File: config.mk
export PLATFORM = sky130hd
export DESIGN_NAME = ptw_rr_arb
export DESIGN_NICKNAME = d
export VERILOG_FILES = /design/src/rtl/mmu_pkg.sv /design/src/rtl/ptw_rr_arb_rr_pick.sv /design/src/rtl/ptw_rr_arb.sv
export SDC_FILE = /design/constraint.sdc
export NUM_CORES = 1
export LEC_CHECK = 0
export BUFFER_PORTS_ARGS = -buffer_cell sky130_fd_sc_hd__buf_4
export CAP_MARGIN = 25
export CORE_MARGIN = 5
export CORE_UTILIZATION = 40
export DETAILED_ROUTE_END_ITERATION = 8
export PLACE_DENSITY = 0.77
export SKIP_LAST_GASP = 1
export SYNTH_ARGS = -nofsm -noshare
export SYNTH_HDL_FRONTEND = slang
export SYNTH_SLANG_ARGS = --single-unit
File: constraint.sdc
create_clock -name clk_i -period 4.1 [get_ports clk_i]
set_clock_uncertainty 0.2 [all_clocks]
set_input_delay 0.41 -clock clk_i [delete_from_list [all_inputs] [get_ports clk_i]]
set_output_delay 0.41 -clock clk_i [all_outputs]
set_load 0.02 [all_outputs]
File: src/rtl/mmu_pkg.sv
// Shared types and limits for the page-table-walker request arbiter.
package mmu_pkg;

    localparam int MAX_NUM_REQ = 8;

    typedef enum logic [1:0] {
        IDLE  = 2'd0,
        ISSUE = 2'd1,
        WAIT  = 2'd2,
        DRAIN = 2'd3
    } arb_state_e;

endpackage

File: src/rtl/ptw_rr_arb_rr_pick.sv
// Combinational round-robin picker: first set bit of pending_i strictly after
// last_grant_i, wrapping modulo NUM_REQ.
module rr_pick #(
    parameter int NUM_REQ = 2,
    parameter int ID_W    = 1
) (
    input  logic [NUM_REQ-1:0] pending_i,
    input  logic [ID_W-1:0]    last_grant_i,
    output logic [ID_W-1:0]    grant_o,
    output logic               any_valid_o
);

    logic [ID_W-1:0] grant;
    logic [ID_W-1:0] idx;
    logic            found;

    always_comb begin
        grant = '0;
        idx   = '0;
        found = 1'b0;
        for (int k = 1; k <= NUM_REQ; k++) begin
            idx = ID_W'((int'(last_grant_i) + k) % NUM_REQ);
            if (!found && pending_i[idx]) begin
                found = 1'b1;
                grant = idx;
            end
        end
    end

    assign grant_o     = grant;
    assign any_valid_o = found;

endmodule

File: src/rtl/ptw_rr_arb.sv
// Round-robin arbiter holding one outstanding TLB miss per requester in front of the PTW.
// Define PTW_ARB_MERGE_EN to answer every pending requester with the walked VPN from one walk.
//
// state | meaning
// IDLE  | no walk outstanding; pick the next pending requester
// ISSUE | walk request presented to the PTW, waiting for ptw_ready_i
// WAIT  | walk accepted, forward the response to the grantee
// DRAIN | walk accepted then flushed; swallow its response
module ptw_rr_arb
    import mmu_pkg::*;
#(
    parameter  int NUM_REQ = 2,
    parameter  int VPN_W   = 27,
    parameter  int PTE_W   = 64,
    parameter  int LEVEL_W = 2,
    localparam int ID_W    = (NUM_REQ > 1) ? $clog2(NUM_REQ) : 1
) (
    input  logic                     clk_i,
    input  logic                     rstn_i,
    input  logic [NUM_REQ-1:0]       req_valid_i,
    input  logic [NUM_REQ*VPN_W-1:0] req_vpn_i,
    output logic [NUM_REQ-1:0]       req_ready_o,
    output logic [NUM_REQ-1:0]       resp_valid_o,
    output logic [PTE_W-1:0]         resp_pte_o,
    output logic [LEVEL_W-1:0]       resp_level_o,
    output logic                     resp_error_o,
    input  logic                     flush_i,
    output logic                     ptw_req_valid_o,
    output logic [VPN_W-1:0]         ptw_req_vpn_o,
    output logic [ID_W-1:0]          ptw_req_id_o,
    input  logic                     ptw_ready_i,
    input  logic                     ptw_resp_valid_i,
    input  logic [PTE_W-1:0]         ptw_resp_pte_i,
    input  logic [LEVEL_W-1:0]       ptw_resp_level_i,
    input  logic                     ptw_resp_error_i
);

    if (NUM_REQ < 2 || NUM_REQ > MAX_NUM_REQ) begin : g_bad_num_req
        $error("ptw_rr_arb: NUM_REQ out of range");
    end

    arb_state_e         state_q;
    logic [NUM_REQ-1:0] pending_q, pending_d;
    logic [VPN_W-1:0]   vpn_q [NUM_REQ];
    logic [ID_W-1:0]    grant_id_q, last_grant_q;
    logic [ID_W-1:0]    pick_id;
    logic               pick_valid;
    logic [NUM_REQ-1:0] capture, grant_onehot, resp_mask, resp_valid;
    logic               resp_fire;

    rr_pick #(
        .NUM_REQ (NUM_REQ),
        .ID_W    (ID_W)
    ) u_rr_pick (
        .pending_i    (pending_q),
        .last_grant_i (last_grant_q),
        .grant_o      (pick_id),
        .any_valid_o  (pick_valid)
    );

    assign req_ready_o  = ~pending_q & {NUM_REQ{~flush_i}};
    assign capture      = req_valid_i & req_ready_o;
    assign resp_fire    = (state_q == WAIT) && ptw_resp_valid_i && !flush_i;
    assign grant_onehot = NUM_REQ'(1) << grant_id_q;

`ifdef PTW_ARB_MERGE_EN
    logic [NUM_REQ-1:0] same_vpn;

    always_comb begin
        same_vpn = '0;
        for (int i = 0; i < NUM_REQ; i++) begin
            same_vpn[i] = pending_q[i] && (vpn_q[i] == vpn_q[grant_id_q]);
        end
    end

    // A faulting walk is only meaningful to the requester that asked for it.
    assign resp_mask = ptw_resp_error_i ? grant_onehot : (grant_onehot | same_vpn);
`else
    assign resp_mask = grant_onehot;
`endif

    assign resp_valid   = resp_fire ? resp_mask : '0;
    assign resp_valid_o = resp_valid;
    assign resp_pte_o   = resp_fire ? ptw_resp_pte_i   : '0;
    assign resp_level_o = resp_fire ? ptw_resp_level_i : '0;
    assign resp_error_o = resp_fire && ptw_resp_error_i;

    assign pending_d = flush_i ? '0 : ((pending_q & ~resp_valid) | capture);

    assign ptw_req_valid_o = (state_q == ISSUE);
    assign ptw_req_vpn_o   = ptw_req_valid_o ? vpn_q[grant_id_q] : '0;
    assign ptw_req_id_o    = grant_id_q;

    always_ff @(posedge clk_i or negedge rstn_i) begin
        if (!rstn_i) begin
            for (int i = 0; i < NUM_REQ; i++) vpn_q[i] <= '0;
        end else begin
            for (int i = 0; i < NUM_REQ; i++) begin
                if (capture[i]) vpn_q[i] <= req_vpn_i[i*VPN_W +: VPN_W];
            end
        end
    end

    always_ff @(posedge clk_i or negedge rstn_i) begin
        if (!rstn_i) begin
            state_q      <= IDLE;
            pending_q    <= '0;
            grant_id_q   <= '0;
            last_grant_q <= ID_W'(NUM_REQ - 1);
        end else begin
            pending_q <= pending_d;
            case (state_q)
                IDLE: begin
                    if (!flush_i && pick_valid) begin
                        grant_id_q <= pick_id;
                        state_q    <= ISSUE;
                    end
                end
                ISSUE: begin
                    // An accepted walk cannot be recalled; its response must still be absorbed.
                    if (flush_i)          state_q <= ptw_ready_i ? DRAIN : IDLE;
                    else if (ptw_ready_i) state_q <= WAIT;
                end
                WAIT: begin
                    if (ptw_resp_valid_i) begin
                        state_q <= IDLE;
                        if (!flush_i) last_grant_q <= grant_id_q;
                    end else if (flush_i) begin
                        state_q <= DRAIN;
                    end
                end
                DRAIN: begin
                    if (ptw_resp_valid_i) state_q <= IDLE;
                end
                default: state_q <= IDLE;
            endcase
        end
    end

    resp_only_when_walking: assert property (@(posedge clk_i) disable iff (!rstn_i)
        ptw_resp_valid_i |-> (state_q == WAIT || state_q == DRAIN));

endmodule

==> run_results.csv, run 1 <==
group,metric,value,unit
global_route,track_usage,19.2,%
timing,worstMarginPinSlew,904,ps
cts,cts_resized,0,
global_route,grt-ovfl-total,0,
synth,syn_avg_cell_area,12.1,um^2
cts,cts_hold_buffers,1,
layout,fillerInstances,623,
power_and_ir_drop,ir_worst_vdd,0.000422,V
layout,fin_util,64.7,%
critical_path,max_stage_delay,740,ps
synth,synth-seq-cells,60,
timing,final_max_slew_viol_count,0,
critical_path,crit_family,"simple AND/OR/NAND/NOR gates",
synth,synth.net_count,407,
timing,rsz0062_at_grt,"false",
detailed_routing,drt.antenna.violating_nets,0,
placed_design,place_congestion,0.816,
cts,post_cts_buffers,0,
detailed_routing,wirelength,10.3,mm
detailed_routing,viasPerCell,4.69,
timing,max_freq,391,MHz
layout,diodes,0,
detailed_routing,vias,2859,
die,die-area,0.0104,mm^2
power_and_ir_drop,powerDensity,478,mW/mm^2
critical_path,critical_path_class,"register to output pin",
critical_path,critPathLaunchType,"register",
die,fp.coreArea,0.00822,mm^2
die,start_util,41.0,%
detailed_routing,drtIter0Drc,55,
placed_design,port_buffers,227,
detailed_routing,first_pass_iters,4,
global_route,grt_pass1_wl,15.4,mm
critical_path,arrival,1950,ps
timing,finalHoldViolCount,0,
layout,register_area,0.00150,mm^2
layout,fin_nets,627,
synth,seq_area_frac_synth,44.6,%
timing,hold_slack,97.2,ps
global_route,antenna_found_initial,0,
cts,cts_buffers,9,
timing,fin_setup_tns,0,ps
critical_path,cp_slowest_cell,"and4bb_4",
die,num_rows,33,
timing,slew_headroom,39.8,%
die,die_h,102,um
detailed_routing,drc,0,
cts,insertion_delay,330,ps
cts,cts_htree_levels,3,
cts,ctsRootBufferMaster,"clkbuf_8",
synth,netlist_instances,279,
synth,ys_types,26,
job,drv_cap,0,
synth,ys_warn_count,0,
global_route,grt_max_degree,71,
timing,setup_viol,0,
global_route,grt_pass1_vias,2977,
layout,syn_to_final_growth,57.8,%
cts,cts.sinks,60,
cts,clockBufferDepth,2,
critical_path,required,3490,ps
placed_design,dp.final_hpwl,7.76,mm
detailed_routing,wl_per_cell,16.9,um
layout,layout-drive-gt1-share,60.7,%
layout,mostFrequentLayoutCells,"buf_4, and2_1, dfrtp_1, mux2_4, nor2_1",
die,ios,228,
timing,period_share,62.4,%
hold_path,hold_class,"primary input to register",
die,die_x,102,um
critical_path,end_kind,"output pin",
cts,clk_pin_slew,80,ps
critical_path,worstPathMaxFanout,70,
layout,multi_input_area,0.00171,mm^2
power_and_ir_drop,p_leak,2.80,nW
outcome,outcome,"complete, no violations",
cts,cts_tree,"built",
critical_path,crit_buf_inv,1,
synth,synth_area,0.00337,mm^2
critical_path,critical_path.cell_chain,"and4bb_4 > nor2b_1 > buf_4",
layout,layout_commonest_cell,"buf_4",
timing,layout_min_cycle_time,2560,ps
[kinds of logic after synthesis]
family | synth area share, %
simple gates | 18.2
mux | 30.9
flops | 44.6
buf+inv | 4.75
compound gates | 1.52
[layout make-up]
cell class	count	share of cell area [%]
repair buffers	230	32.5
clock inverters	6	2.12
inverters	1	0.0706
flip-flops and latches	60	28.3
clock buffers	10	2.40
well taps	105	2.47
multi-input cells	197	32.1
[worst paths after layout]
path	start	endpoint	slack [ps]	cells after the start
max	state_q[0]	resp_valid_o[0]	1540	3
max in group asynchronous	rstn_i	vpn_q[32]	2730	2
min	req_vpn_i[8]	vpn_q[35]	100	2
min in group asynchronous	rstn_i	vpn_q[40]	460	2
max reg2reg	pending_q[1]	vpn_q[3]	2040	3
min reg2reg	vpn_q[2]	vpn_q[2]	310	1
[power by group]
part / total, mW / switching (mW) / leakage, nW / internal, mW
clock: 0.647 / 0.242 / 0.120 / 0.405
sequential: 0.797 / 0.0785 / 0.708 / 0.718
combinational: 1.10 / 0.546 / 1.97 / 0.550
total: 2.54 / 0.867 / 2.80 / 1.67
[cell usage after synthesis]
master	n	area, um^2
and2_1	69	432
dfrtp_1	59	1480
mux2_4	40	601
nor2_1	29	109
mux2i_1	27	270
mux2_2	15	169
clkbuf_1	7	26.3
buf_8	4	60.1
buf_2	3	15.0
buf_4	3	22.5
a211oi_1	2	15.0
buf_6	2	22.5
clkbuf_2	2	10.0
nand2_1	2	7.51
nor2_2	2	12.5
nor2b_1	2	12.5
nor3_1	2	10.0
a2111oi_0	1	8.76
a21o_1	1	7.51
a221o_1	1	10.0
a32o_1	1	10.0
and2_4	1	8.76
and4bb_4	1	16.3
dfstp_2	1	26.3
inv_2	1	3.75
nand2b_1	1	6.26
[metal layers]
metal,GRT usage [%],vias up,share of wire (%)
li1,-,1366,-
met5,0,-,0
met4,7.98,0,2.4
met2,34.1,123,52
met3,5.51,18,9.3
met1,21.5,1352,36
[flip-flops by register name, indices dropped and copies added, names as in the netlist]
name	cells
vpn_q	54
pending_q	2
last_grant_q	1
ptw_req_id_o	1
state_q	2
[worst reg2reg max path, delay by kind of cell (launching register included)]
family	cells	cell delay (ps)
simple gates	2	890
flops	1	440
mux	1	430
[stage by stage]
step           power [mW]  std cells  area [um^2]  setup WS, ps
3_3_place_gp         1.89        592         5060          1840
4_1_cts              2.57        609         5310          1540
6_report             2.54        609         5310          1540
5_1_grt              2.68        609         5310          1410
3_5_place_dp         1.91        592         5060          1810
2_1_floorplan        1.48        279         3370          2090
(Power assumes the default switching activity.)
==> run 2, diff against run 1 <==
CORE_UTILIZATION = 38   (was 40)
clock period = 2.3 ns   (was 4.1 ns; I/O delays follow)
==> run 2 against run 1 <==
  * Die area up 4.7%
  * Critical path depth grew 3
  * First-iteration DRC count grew 100%
  * Design area increased by 12%
  * Clock power is 45% higher
  * Setup slack worse by 1500 ps
==> run_results.csv, run 2 (synthesis results as in run 1) <==
group,metric,value,unit
global_route,grt_pass1_vias,3389,
layout,top_regs,"vpn_q: 54 flops, pending_q: 2 flops, state_q: 2 flops",
layout,fin_nets,690,
placed_design,port_buffers,227,
layout,syn_to_final_growth,76.2,%
timing,layout_min_cycle_time,2240,ps
critical_path,critPathLaunchType,"primary input",
layout,layout-drive-gt1-share,54.9,%
critical_path,end_kind,"output pin",
die,die-area,0.0108,mm^2
timing,rsz0062_at_grt,"false",
layout,stdcell_count,676,
timing,finalHoldViolCount,0,
die,die_h,104,um
timing,setup_viol,0,
critical_path,worstPathMaxFanout,33,
detailed_routing,viasPerCell,4.60,
placed_design,dp.final_hpwl,7.85,mm
detailed_routing,drtIter0Drc,111,
die,fp.coreArea,0.00868,mm^2
cts,cts_buffers,9,
critical_path,arrival,1810,ps
critical_path,required,1870,ps
job,drv_cap,0,
die,num_rows,34,
placed_design,place_ws,507,ps
cts,cts_tree,"built",
placed_design,place_congestion,0.799,
cts,ctsRootBufferMaster,"clkbuf_8",
layout,layout_commonest_cell,"buf_4",
timing,hold_slack,37.7,ps
die,ios,228,
cts,post_cts_buffers,0,
placed_design,dp_cells,599,
cts,insertion_delay,330,ps
timing,postLayoutSetupSlackWorst,57.1,ps
cts,cts_resized,0,
layout,fin_util,68.4,%
detailed_routing,drc,0,
hold_path,hold_start,"ptw_resp_valid_i",
critical_path,rr_startpoint,"state_q[0]",
power_and_ir_drop,powerDensity,754,mW/mm^2
detailed_routing,wirelength,11.5,mm
power_and_ir_drop,p_leak,3.05,nW
global_route,grt_pass1_wl,17.9,mm
detailed_routing,vias,3111,
timing,max_freq,446,MHz
timing,period_share,97.5,%
timing,worstMarginPinSlew,743,ps
outcome,outcome,"complete, no violations",
detailed_routing,drt.antenna.violating_nets,0,
detailed_routing,wl_per_cell,17.0,um
timing,fin_setup_tns,0,ps
power_and_ir_drop,ir_worst_vdd,0.000651,V
hold_path,hold_class,"primary input to register",
layout,largest_reg_flops,54,
cts,cts.sinks,60,
critical_path,critical_path_class,"primary input to output pin",
cts,clockBufferDepth,2,
cts,clk_pin_slew,70,ps
detailed_routing,first_pass_iters,4,
timing,final_max_slew_viol_count,0,
die,die_x,104,um
global_route,grt-ovfl-total,0,
die,start_util,38.8,%
global_route,track_usage,20.2,%
global_route,antenna_found_initial,1,
cts,cts_htree_levels,3,
layout,fillerInstances,620,
timing,slew_headroom,50.5,%
layout,regMostFlops,"vpn_q",
global_route,grt_max_degree,68,
critical_path,startpoint,"flush_i",
layout,mostFrequentLayoutCells,"buf_4, and2_1, dlygate4sd3_1, dfrtp_1, mux2_4",
==> run 2: what timing repair did <==
item | in CTS | in global routing
hold buffers | 59 | 0
hold endpoints to repair | 116 | 0
setup endpoints to repair | 0 | 21
==> run 2: layout make-up <==
type | count | area [um^2] | share of cell area [%]
multi-input cells | 197 | 1710 | 28.8
flip-flops and latches | 60 | 1500 | 25.3
repair buffers | 293 | 2390 | 40.3
clock buffers | 10 | 128 | 2.15
clock inverters | 6 | 65.1 | 1.10
diodes | 1 | 2.50 | 0.0422
well taps | 108 | 135 | 2.28
inverters | 1 | 3.75 | 0.0633
==> run 2: power breakdown <==
part,switching [mW],internal (mW)
logic,1.02,1.09
registers,0.146,1.28
clock network,0.439,0.501
total,1.60,2.87
==> run 2: final timing paths <==
check / depth (start not counted) / slack (ps) / endpoint
worst max-delay path: 6 / 60 / resp_pte_o[40]
worst min-delay path: 3 / 40 / state_q[1]
worst max register to register: 4 / 320 / pending_q[1]
worst min register to register: 1 / 310 / vpn_q[6]
max in group asynchronous: 2 / 1110 / vpn_q[38]
min in group asynchronous: 2 / 300 / vpn_q[8]
==> run 2: routing by layer <==
layer  up-vias  wire [um]  GRT usage (%)
met3        18        674           5.52
met2       124       6000           35.8
met5         -          0              0
met1      1476       4550           23.5
met4         0        239           6.94
li1       1493          -              -
==> run 2: metrics by stage <==
stage          cell area (um^2)  total power [mW]
6_report                   5930              4.47
3_5_place_dp               5120              3.44
4_1_cts                    5910              4.47
5_1_grt                    5930              4.71
3_3_place_gp               5120              3.40
2_1_floorplan              3370              2.65
==> run 2: worst max-delay path, stage by stage <==
cell	delay, ps
dlygate4sd3_1	540
buf_4	170
and4bb_4	370
clkbuf_16	210
and2_1	140
buf_4	140
